--- src/rtl/pipe_ctrl_pkg.sv ---
// Shared types and constants for the pipeline hazard controller.
package pipe_ctrl_pkg;

    typedef enum logic [2:0] {
        ST_RUN      = 3'd0,
        ST_LD_STALL = 3'd1,
        ST_RAW_WAIT = 3'd2,
        ST_MEM_WAIT = 3'd3,
        ST_FLUSH    = 3'd4
    } state_t;

    localparam logic [1:0] FWD_REG = 2'b00;
    localparam logic [1:0] FWD_XM  = 2'b01;
    localparam logic [1:0] FWD_MW  = 2'b10;

    // Control word loaded into DX when a bubble is inserted.
    typedef struct packed {
        logic reg_write;
        logic mem_read;
        logic branch;
    } dx_ctrl_t;

    localparam dx_ctrl_t NOP_CTRL = '{reg_write: 1'b0, mem_read: 1'b0, branch: 1'b0};

    function automatic logic reg_match(input logic we, input logic [4:0] rd, input logic [4:0] rs);
        return we && (rd != 5'd0) && (rd == rs);
    endfunction

endpackage

--- src/rtl/sat_counter.sv ---
// Saturating up-counter with synchronous clear; used for the stall/flush performance counters.
module sat_counter #(
    parameter int W = 16
) (
    input  logic         clk,
    input  logic         rst_n,
    input  logic         inc,
    input  logic         clr,
    output logic [W-1:0] q
);

    always_ff @(posedge clk or negedge rst_n) begin
        if (!rst_n)
            q <= '0;
        else if (clr)
            q <= '0;
        else if (inc && (q != {W{1'b1}}))
            q <= q + 1'b1;
    end

endmodule

--- src/rtl/pipe_hazard_ctrl.sv ---
// Stall/flush sequencer for the 5-stage pipeline.
// Build option: define HAZARD_FORWARD_EN to resolve ALU RAW hazards by forwarding instead of stalling.
//
// state       | meaning
// ST_RUN      | normal issue; hazards, memory wait and branches detected here
// ST_LD_STALL | cycle after the single load-use bubble
// ST_RAW_WAIT | extra stall cycles until the producer is written back (cnt counts down)
// ST_MEM_WAIT | pipeline frozen while data memory is busy
// ST_FLUSH    | extra squash cycles after a taken branch (cnt counts down)
module pipe_hazard_ctrl
    import pipe_ctrl_pkg::*;
#(
    parameter int RAW_WAIT_CYC = 3,
    parameter int FLUSH_CYC    = 1,
    parameter int CNT_W        = 16
) (
    input  logic             clk,
    input  logic             rst_n,
    input  logic [4:0]       id_rs,
    input  logic [4:0]       id_rt,
    input  logic             id_uses_rt,
    input  logic [4:0]       DX_RD,
    input  logic             DX_RegWrite,
    input  logic             DX_MemRead,
    input  logic [4:0]       XM_RD,
    input  logic             XM_RegWrite,
    input  logic             XF_Branch,
    input  logic             mem_busy,
    output logic             pc_hold,
    output logic             dx_bubble,
    output logic             flush_fd,
    output logic             flush_dx,
    output logic             xm_hold,
    output logic [1:0]       fwd_a,
    output logic [1:0]       fwd_b,
    output logic [CNT_W-1:0] stall_cnt,
    output logic [CNT_W-1:0] flush_cnt
);

    localparam logic [2:0] FLUSH_RELOAD = 3'(FLUSH_CYC - 1);
    localparam logic [2:0] RAW_RELOAD   = 3'(RAW_WAIT_CYC - 1);

    state_t     state, nxt_state;
    logic [2:0] cnt, nxt_cnt;

    logic pc_hold_c, dx_bubble_c, flush_c, xm_hold_c, flush_inc;
    logic m_dx_a, m_dx_b, m_xm_a, m_xm_b;
    logic hz_dx, hz_xm, stall_hz;
    logic [2:0] stall_reload;
    state_t     stall_state;

    assign m_dx_a = reg_match(DX_RegWrite, DX_RD, id_rs);
    assign m_dx_b = id_uses_rt && reg_match(DX_RegWrite, DX_RD, id_rt);
    assign m_xm_a = reg_match(XM_RegWrite, XM_RD, id_rs);
    assign m_xm_b = id_uses_rt && reg_match(XM_RegWrite, XM_RD, id_rt);
    assign hz_dx  = m_dx_a || m_dx_b;
    assign hz_xm  = m_xm_a || m_xm_b;

`ifdef HAZARD_FORWARD_EN
    assign stall_hz     = hz_dx && DX_MemRead;
    assign stall_reload = 3'd0;
    assign stall_state  = ST_LD_STALL;
`else
    logic unused_mem_read;
    assign unused_mem_read = DX_MemRead;
    assign stall_hz     = hz_dx || hz_xm;
    assign stall_reload = hz_dx ? RAW_RELOAD : 3'd1;
    // A zero reload means the detecting cycle alone covers the hazard.
    assign stall_state  = (stall_reload == 3'd0) ? ST_RUN : ST_RAW_WAIT;
`endif

    always_comb begin
        pc_hold_c   = 1'b0;
        dx_bubble_c = 1'b0;
        flush_c     = 1'b0;
        xm_hold_c   = 1'b0;
        flush_inc   = 1'b0;
        nxt_state   = state;
        nxt_cnt     = cnt;
        if (XF_Branch) begin
            flush_c   = 1'b1;
            flush_inc = 1'b1;
            if (FLUSH_CYC > 1) begin
                nxt_state = ST_FLUSH;
                nxt_cnt   = FLUSH_RELOAD;
            end else begin
                nxt_state = ST_RUN;
                nxt_cnt   = 3'd0;
            end
        end else begin
            case (state)
                ST_RUN, ST_LD_STALL: begin
                    nxt_state = ST_RUN;
                    if (mem_busy) begin
                        pc_hold_c = 1'b1;
                        xm_hold_c = 1'b1;
                        nxt_state = ST_MEM_WAIT;
                    end else if (state == ST_RUN && stall_hz) begin
                        pc_hold_c   = 1'b1;
                        dx_bubble_c = 1'b1;
                        nxt_state   = stall_state;
                        nxt_cnt     = stall_reload;
                    end
                end
                ST_MEM_WAIT: begin
                    if (mem_busy) begin
                        pc_hold_c = 1'b1;
                        xm_hold_c = 1'b1;
                    end else begin
                        nxt_state = ST_RUN;
                    end
                end
                ST_RAW_WAIT: begin
                    if (cnt != 3'd0) begin
                        pc_hold_c   = 1'b1;
                        dx_bubble_c = 1'b1;
                        nxt_cnt     = cnt - 3'd1;
                    end
                    if (cnt <= 3'd1)
                        nxt_state = ST_RUN;
                end
                ST_FLUSH: begin
                    flush_c = 1'b1;
                    if (cnt != 3'd0)
                        nxt_cnt = cnt - 3'd1;
                    if (cnt <= 3'd1)
                        nxt_state = ST_RUN;
                end
                default: begin
                    nxt_state = ST_RUN;
                    nxt_cnt   = 3'd0;
                end
            endcase
        end
    end

    always_ff @(posedge clk or negedge rst_n) begin
        if (!rst_n) begin
            state <= ST_RUN;
            cnt   <= 3'd0;
        end else begin
            state <= nxt_state;
            cnt   <= nxt_cnt;
        end
    end

    // Outputs drop the moment reset asserts, regardless of the inputs.
    assign pc_hold   = rst_n && pc_hold_c;
    assign dx_bubble = rst_n && dx_bubble_c;
    assign flush_fd  = rst_n && flush_c;
    assign flush_dx  = rst_n && flush_c;
    assign xm_hold   = rst_n && xm_hold_c;

`ifdef HAZARD_FORWARD_EN
    logic [1:0] fwd_a_q, fwd_b_q;

    // Selects follow the ID instruction into EX; the DX producer then sits in XM and wins.
    always_ff @(posedge clk or negedge rst_n) begin
        if (!rst_n) begin
            fwd_a_q <= FWD_REG;
            fwd_b_q <= FWD_REG;
        end else if (!xm_hold_c) begin
            if (dx_bubble_c || flush_c) begin
                fwd_a_q <= FWD_REG;
                fwd_b_q <= FWD_REG;
            end else begin
                fwd_a_q <= m_dx_a ? FWD_XM : (m_xm_a ? FWD_MW : FWD_REG);
                fwd_b_q <= m_dx_b ? FWD_XM : (m_xm_b ? FWD_MW : FWD_REG);
            end
        end
    end

    assign fwd_a = fwd_a_q;
    assign fwd_b = fwd_b_q;
`else
    assign fwd_a = FWD_REG;
    assign fwd_b = FWD_REG;
`endif

    sat_counter #(.W(CNT_W)) u_stall_cnt (
        .clk   (clk),
        .rst_n (rst_n),
        .inc   (pc_hold),
        .clr   (1'b0),
        .q     (stall_cnt)
    );

    sat_counter #(.W(CNT_W)) u_flush_cnt (
        .clk   (clk),
        .rst_n (rst_n),
        .inc   (rst_n && flush_inc),
        .clr   (1'b0),
        .q     (flush_cnt)
    );

endmodule
--- config.mk ---
export PLATFORM = sky130hd
export DESIGN_NAME = pipe_hazard_ctrl
export DESIGN_NICKNAME = d
export VERILOG_FILES = /design/src/rtl/pipe_ctrl_pkg.sv /design/src/rtl/sat_counter.sv /design/src/rtl/pipe_hazard_ctrl.sv
export SDC_FILE = /design/constraint.sdc
export NUM_CORES = 1
export LEC_CHECK = 0
export CELL_PAD_IN_SITES_DETAIL_PLACEMENT = 1
export CELL_PAD_IN_SITES_GLOBAL_PLACEMENT = 2
export CORE_ASPECT_RATIO = 0.8
export CORE_MARGIN = 1.5
export CORE_UTILIZATION = 26
export DETAILED_ROUTE_END_ITERATION = 8
export PLACE_DENSITY_LB_ADDON = 0.1
export SLEW_MARGIN = 20
export SYNTH_ARGS = -nofsm -noshare
export SYNTH_HDL_FRONTEND = slang
export SYNTH_HIERARCHICAL = 1
export SYNTH_SLANG_ARGS = --single-unit
--- constraint.sdc ---
create_clock -name clk -period 2.2 [get_ports clk]
set_clock_uncertainty 0.15 [all_clocks]
set_input_delay 0.44 -clock clk [delete_from_list [all_inputs] [get_ports clk]]
set_output_delay 0.44 -clock clk [all_outputs]
set_load 0.02 [all_outputs]
* Word level (Yosys, flattened, before mapping)
Index checks and enable logic that the tools add are counted.
** Word-level totals
- Bits in registers :: 38
- Word-level logic and storage cells :: 80
- Bits of input ports :: 28
** Cells by class
- Add/sub/neg operators :: 3
- Reduce and logical (&&, ||, !) cells :: 29
- Mux-type cells :: 27
- Order comparisons :: 1
- Equality and inequality tests :: 16
** Operators by type and width (count)
- adder 16 x 1 -> 16 bit, second input constant :: 2
- != test 16 bit, second input constant :: 2
- two-way mux 3 bit :: 7
- == test 5 bit :: 4
- case mux 3 bit (3 select lines) :: 2
- logical AND 1 bit :: 16
- two-way mux 1 bit :: 12
- nonzero test 5 bit :: 2
- != test 3 bit, second input constant :: 3
- two-way mux 2 bit :: 4
- == test 3 x 2 -> 1 bit, second input constant :: 2
- zero test 3 bit :: 2
- != test 3 x 1 -> 1 bit, second input constant :: 2
- AND reduction 4 bit :: 1
- OR reduction 2 bit :: 2
- == test 3 x 1 -> 1 bit, second input constant :: 1
- == test 3 bit, second input constant :: 1
- <= comparator 3 x 1 -> 1 bit, second input constant :: 1
- logical OR 1 bit :: 3
- case mux 1 bit (3 select lines) :: 1
- nonzero test 3 bit :: 1
- OR reduction 3 bit :: 1
- subtractor 3 x 1 -> 3 bit, second input constant :: 1
- != test 2 bit, second input constant :: 1
- 2 further kinds :: 2

* Longest topological paths before layout
- Depth in word-level cells :: 13
- Mapped depth :: 11
- Depth with buffers taken out :: 10

* Cells and area by module
The synthesis kept the hierarchy.
** Modules (own cells, without submodules)
- sat_counter at u_stall_cnt :: instances 1, area each 968.4 um2, cells an instance 99
- sat_counter at u_flush_cnt :: instances 1, area each 942.2 um2, cells an instance 98
- pipe_hazard_ctrl :: instances 1, area each 710.7 um2, cells an instance 89

* Least setup slack after synthesis
OpenSTA, ideal clock, no wires.
- Kind :: input to register
- From :: input port id_rt[3]
- To :: register u_stall_cnt.q[10]
- Setup time :: 77 ps
- Path slack :: -639 ps
- Cell stages on the path :: 11
- Path buffers :: 1
- Arrival :: 2612 ps
- Data required time :: 1973 ps
- Path through :: xor2_1 -> nor4_1 -> a32oi_1 -> a2bb2oi_2 -> a21oi_1 -> o21a_1 -> and3_1 -> buf_2 -> nand2_4 -> or4_1 -> a21oi_1
** On the way
- Cells in the longest elaborated chain, start to end :: 12
- Elaborated cells on any way between the ends :: 16
- Those cells by class :: 2 x eq/ne; 4 x mux; 10 x reduce/logical
** RTL lines
- start, declared :: line pipe_hazard_ctrl.sv:20 : input logic [4:0] id_rt,
- == test 5 bit :: line pipe_ctrl_pkg.sv:26 : return we && (rd != 5'd0) && (rd == rs);
- logical AND 1 bit :: line pipe_ctrl_pkg.sv:26
- logical AND 1 bit, on equally long branches :: line pipe_hazard_ctrl.sv:53, pipe_hazard_ctrl.sv:55
- logical OR 1 bit, on equally long branches :: line pipe_hazard_ctrl.sv:56, pipe_hazard_ctrl.sv:57
- logical OR 1 bit (*) :: line pipe_hazard_ctrl.sv:66 : assign stall_hz = hz_dx || hz_xm;
- logical AND 1 bit (*) :: line pipe_hazard_ctrl.sv:98 : end else if (state == ST_RUN && stall_hz) begin
- two-way mux 1 bit (*) :: line pipe_hazard_ctrl.sv:98
- two-way mux 1 bit (*) :: line pipe_hazard_ctrl.sv:94 : if (mem_busy) begin
- case mux 1 bit (3 select lines) (*) :: line pipe_hazard_ctrl.sv:91 : case (state)
- two-way mux 1 bit (*) :: line pipe_hazard_ctrl.sv:80 : if (XF_Branch) begin
- logical AND 1 bit (*) :: line pipe_hazard_ctrl.sv:148 : assign pc_hold = rst_n && pc_hold_c;
- net pc_hold :: line pipe_hazard_ctrl.sv:29 : output logic pc_hold,
- logical AND 1 bit (*) :: line sat_counter.sv:17 : else if (inc && (q != {W{1'b1}}))
- end signal, assigned :: line sat_counter.sv:18 : q <= q + 1'b1;
- end, declared :: line sat_counter.sv:9 : output logic [W-1:0] q
The timed path passes the listed nets; every way through them passes the cells marked *.
A chain may end at the register's enable or synchronous reset.

* Worst setup path after layout
- From :: input port DX_RD[2]
- To :: output port pc_hold
** On the way
- Cells in the longest elaborated chain, start to end :: 12
- Elaborated cells on any way between the ends :: 15
- Those cells by class :: 2 x eq/ne; 4 x mux; 9 x reduce/logical
** RTL lines
- start, declared :: line pipe_hazard_ctrl.sv:22 : input logic [4:0] DX_RD,
- nonzero test 5 bit :: line pipe_ctrl_pkg.sv:26
- logical AND 1 bit (2 in series) :: line pipe_ctrl_pkg.sv:26
- logical AND 1 bit :: line pipe_hazard_ctrl.sv:53 : assign m_dx_b = id_uses_rt && reg_match(DX_RegWrite, DX_RD, id_rt);
- logical OR 1 bit (*) :: line pipe_hazard_ctrl.sv:56 : assign hz_dx = m_dx_a || m_dx_b;
- logical OR 1 bit (*) :: line pipe_hazard_ctrl.sv:66
- logical AND 1 bit (*) :: line pipe_hazard_ctrl.sv:98
- two-way mux 1 bit (*) :: line pipe_hazard_ctrl.sv:98
- two-way mux 1 bit (*) :: line pipe_hazard_ctrl.sv:94
- case mux 1 bit (3 select lines) (*) :: line pipe_hazard_ctrl.sv:91
- two-way mux 1 bit (*) :: line pipe_hazard_ctrl.sv:80
- logical AND 1 bit (*) :: line pipe_hazard_ctrl.sv:148
- end, declared :: line pipe_hazard_ctrl.sv:29
Mark *: on every way between the ends. The rest lies on a longest branch, timed or not.

==> flow_metrics.env <==
export IMPL_status="complete, but fails checks"
export IMPL_violations="setup timing"
export IMPL_async_reset_ff_frac=1.000
export IMPL_hold_ws_ps=86.36
export IMPL_yosys_area_top_type="dfrtp_1"
export IMPL_critPathMaxStageDelay_ps=510
export IMPL_period_minus_slack_ps=2627
export IMPL_clkLatencyLatePin_ps=280
export IMPL_dp_cells=534
export IMPL_num_rows=32
export IMPL_wl_per_cell_um=15.35
export IMPL_ys_top_cells_by_area="dfrtp_1, a21oi_1, o31ai_1"
export IMPL_finalSetupViolations=18
export IMPL_syn_area_um2=2621
export IMPL_drv_slew=0
export IMPL_die_w_um=115.3
export IMPL_core_area_um2=9729
export IMPL_power_mw=1.856
export IMPL_drc=0
export IMPL_post_place_ws_ps=-1171
export IMPL_cts_made_buffers=5
export IMPL_fin_util=0.4380
export IMPL_stdcell_count=556
export IMPL_path_cells="buf_6 > or4_4 > o21a_1 > a2bb2oi_4 > a21oi_2 > o21a_2 > buf_6 > buf_6"
export IMPL_cap_violations=0
export IMPL_synth_xor_area_frac=0.06683
export IMPL_required_ps=1610
export IMPL_fillers=1127
export IMPL_clockRootBuffer="clkbuf_16"
export IMPL_synth_edf_count=0
export IMPL_drive_above_1_share=0.3619
export IMPL_final_area_um2=4262
export IMPL_min_path_type="in2async"
export IMPL_multi_input_area_um2=1818
export IMPL_synth_compound_area_frac=0.1771
export IMPL_ys_types=57
export IMPL_dieArea_um2=10700
export IMPL_area_delta_synth_final_pct=62.58
export IMPL_yosys_warnings=6
export IMPL_grt_pass1_vias=2879
export IMPL_synthAdderAreaFrac=0.02387
export IMPL_antenna_found_initial=0
export IMPL_path_clk_slew_ps=60
export IMPL_htree_levels=2
export IMPL_syn_avg_cell_area_um2=9.165
export IMPL_first_iter_violations=78
export IMPL_synth_top_area_share=0.3532
export IMPL_worst_pin_slew_ps=497.1
export IMPL_hold_buffers=0
export IMPL_placed_area_um2=3776
export IMPL_avgViaCountPerCell=4.885
export IMPL_io_pins=69
export IMPL_synth_seq_cells=37
export IMPL_fmax_ghz=0.3807
export IMPL_end_kind="output pin"
export IMPL_rsz0062_at_grt="true"
export IMPL_post_route_period_util=1.194
export IMPL_crit_type="in2out"
export IMPL_floorplan_initialDensity=0.2694
export IMPL_grt_max_degree=24
export IMPL_leakage_nw=1.840
export IMPL_grtUsageTotal=0.1715
export IMPL_postRouteAntennaNets=0
export IMPL_area_sequential_um2=925.9
export IMPL_globalplace_congestion=0.7833
export IMPL_tns_ps=-5309
export IMPL_synth_cells=286
export IMPL_dp_hpwl_um=6242
export IMPL_yosys_area_share_simple=0.2878
export IMPL_cts_sinks=37
export IMPL_first_pass_iters=4
export IMPL_worstPathMaxFanout=3
export IMPL_cts_tree="done"
export IMPL_clockBufferDepth=2
export IMPL_finalNetCount=453
export IMPL_finalWorstSetupSlack_ps=-426.6
export IMPL_synth_mux_area_frac=0.03389
export IMPL_grt_first_pass_wirelength_um=14630
export IMPL_numPortBuffers=63
export IMPL_cp_start_kind="input port"
export IMPL_ys_flop_type="dfrtp_1"
export IMPL_relSlewSlack=0.6661
export IMPL_seq_area_frac_synth=0.3532
export IMPL_crit_path_frequent_cell="buf_6"
export IMPL_power_density_nw_per_um2=435.4
export IMPL_drt_wl_total_um=8534
export IMPL_hold_violations=0
export IMPL_worst_path_max_delay_cell="or4_4"
export IMPL_ir_drop_mv=0.2891
export IMPL_vias=2716
export IMPL_synth_top_family_by_area="simple AND/OR/NAND/NOR gates"
export IMPL_arrival_ps=2040
export IMPL_diodes=0
export IMPL_grt_remaining_overflow=0
export IMPL_chipHeight_um=92.81
sequential cells by signal (all words and copies together) (netlist names):
register,cells
cnt,3
state,2
u_flush_cnt/q,16
u_stall_cnt/q,16
worst max-delay path, delay by kind of cell:
family / cells / cell delay [ps]
compound gates: 4 / 750
buf+inv: 3 / 330
simple gates: 1 / 510
repair_timing:
action                     in CTS  in global routing
setup endpoints to repair      28                 31
cloned                          0                  0
pin swaps                      21                 21
resized for setup             113                 36
buffers inserted               11                  7
kinds of logic (layout without fill, tap and decap cells):
logic type	after synthesis	in the layout
AND/OR/NAND/NOR	121	121
AO/OA/AOI/OAI	67	67
flip-flops	37	37
buffers and inverters	27	149
XOR/XNOR	20	20
multiplexers	8	8
adder cells (fa/ha/maj)	5	5
other	1	13
cell type report:
| cell class | count | share of cell area |
|---|---|---|
| sequential | 37 | 0.2173 |
| timing repair buffer | 131 | 0.2722 |
| inverter | 11 | 0.01057 |
| clock buffer | 7 | 0.03347 |
| multi-input combinational | 234 | 0.4266 |
| tap | 136 | 0.03993 |
layout by cell type, fill, tap and decap left out, drive strengths merged, types with 6 or more instances in the layout:
cell / netlist / routed
xnor2: 11 / 11
clkdlybuf4s50: 0 / 36
nor2b: 8 / 8
o21ai: 7 / 7
conb: 1 / 13
inv: 11 / 10
clkdlybuf4s15: 0 / 6
nand4: 13 / 13
dfrtp: 37 / 37
nor4: 8 / 8
nor2: 22 / 22
mux2: 7 / 7
or4: 14 / 14
xor2: 9 / 9
buf: 10 / 82
nand3: 12 / 12
a21oi: 23 / 23
o31ai: 15 / 15
clkbuf: 5 / 10
nor3: 8 / 8
nand2: 19 / 19
power by group:
| part | leakage (nW) | internal (mW) | switching (mW) |
|---|---|---|---|
| Sequential | 0.512 | 0.695 | 0.0127 |
| Clock | 0.0700 | 0.445 | 0.278 |
| Combinational | 1.26 | 0.219 | 0.205 |
final timing paths:
check,startpoint,to,slack (ps),cells past startpoint
worst max-delay path,DX_RD[2],pc_hold,-430,8
worst min-delay path,rst_n,u_flush_cnt/q[5],90,2
worst max register to register,cnt[0],u_stall_cnt/q[13],-160,9
worst min register to register,cnt[1],cnt[1],370,1
max in group asynchronous,rst_n,cnt[0],1570,2
min in group clk,cnt[1],cnt[1],370,1
cell usage after synthesis, types with 3 or more instances:
cell and count:
o21ai_1 4, nand2_1 17, o21a_1 4, nor2_1 22, o31ai_1 14, mux2_1 7, clkbuf_1 5, inv_1 11
nand4_1 11, nand3_1 12, a31oi_1 4, or4_1 11, ha_1 5, and4_2 3, xor2_1 9, and3_1 4
or3_1 4, xnor2_1 11, dfrtp_1 37, nor2b_1 8, nor4_1 6, nor3_1 8, buf_4 6, a21oi_1 23
layer usage:
layer | routed length (um) | share of wire | vias to the layer above | track usage
met5 | 0 | 0 | - | 0
met4 | 37 | 0.0043 | 0 | 0.02469
met3 | 244 | 0.029 | 4 | 0.03730
met2 | 4103 | 0.48 | 41 | 0.2822
met1 | 4149 | 0.49 | 1347 | 0.2349
li1 | - | - | 1324 | -
No activity file was read; power rests on OpenSTA's default activity.
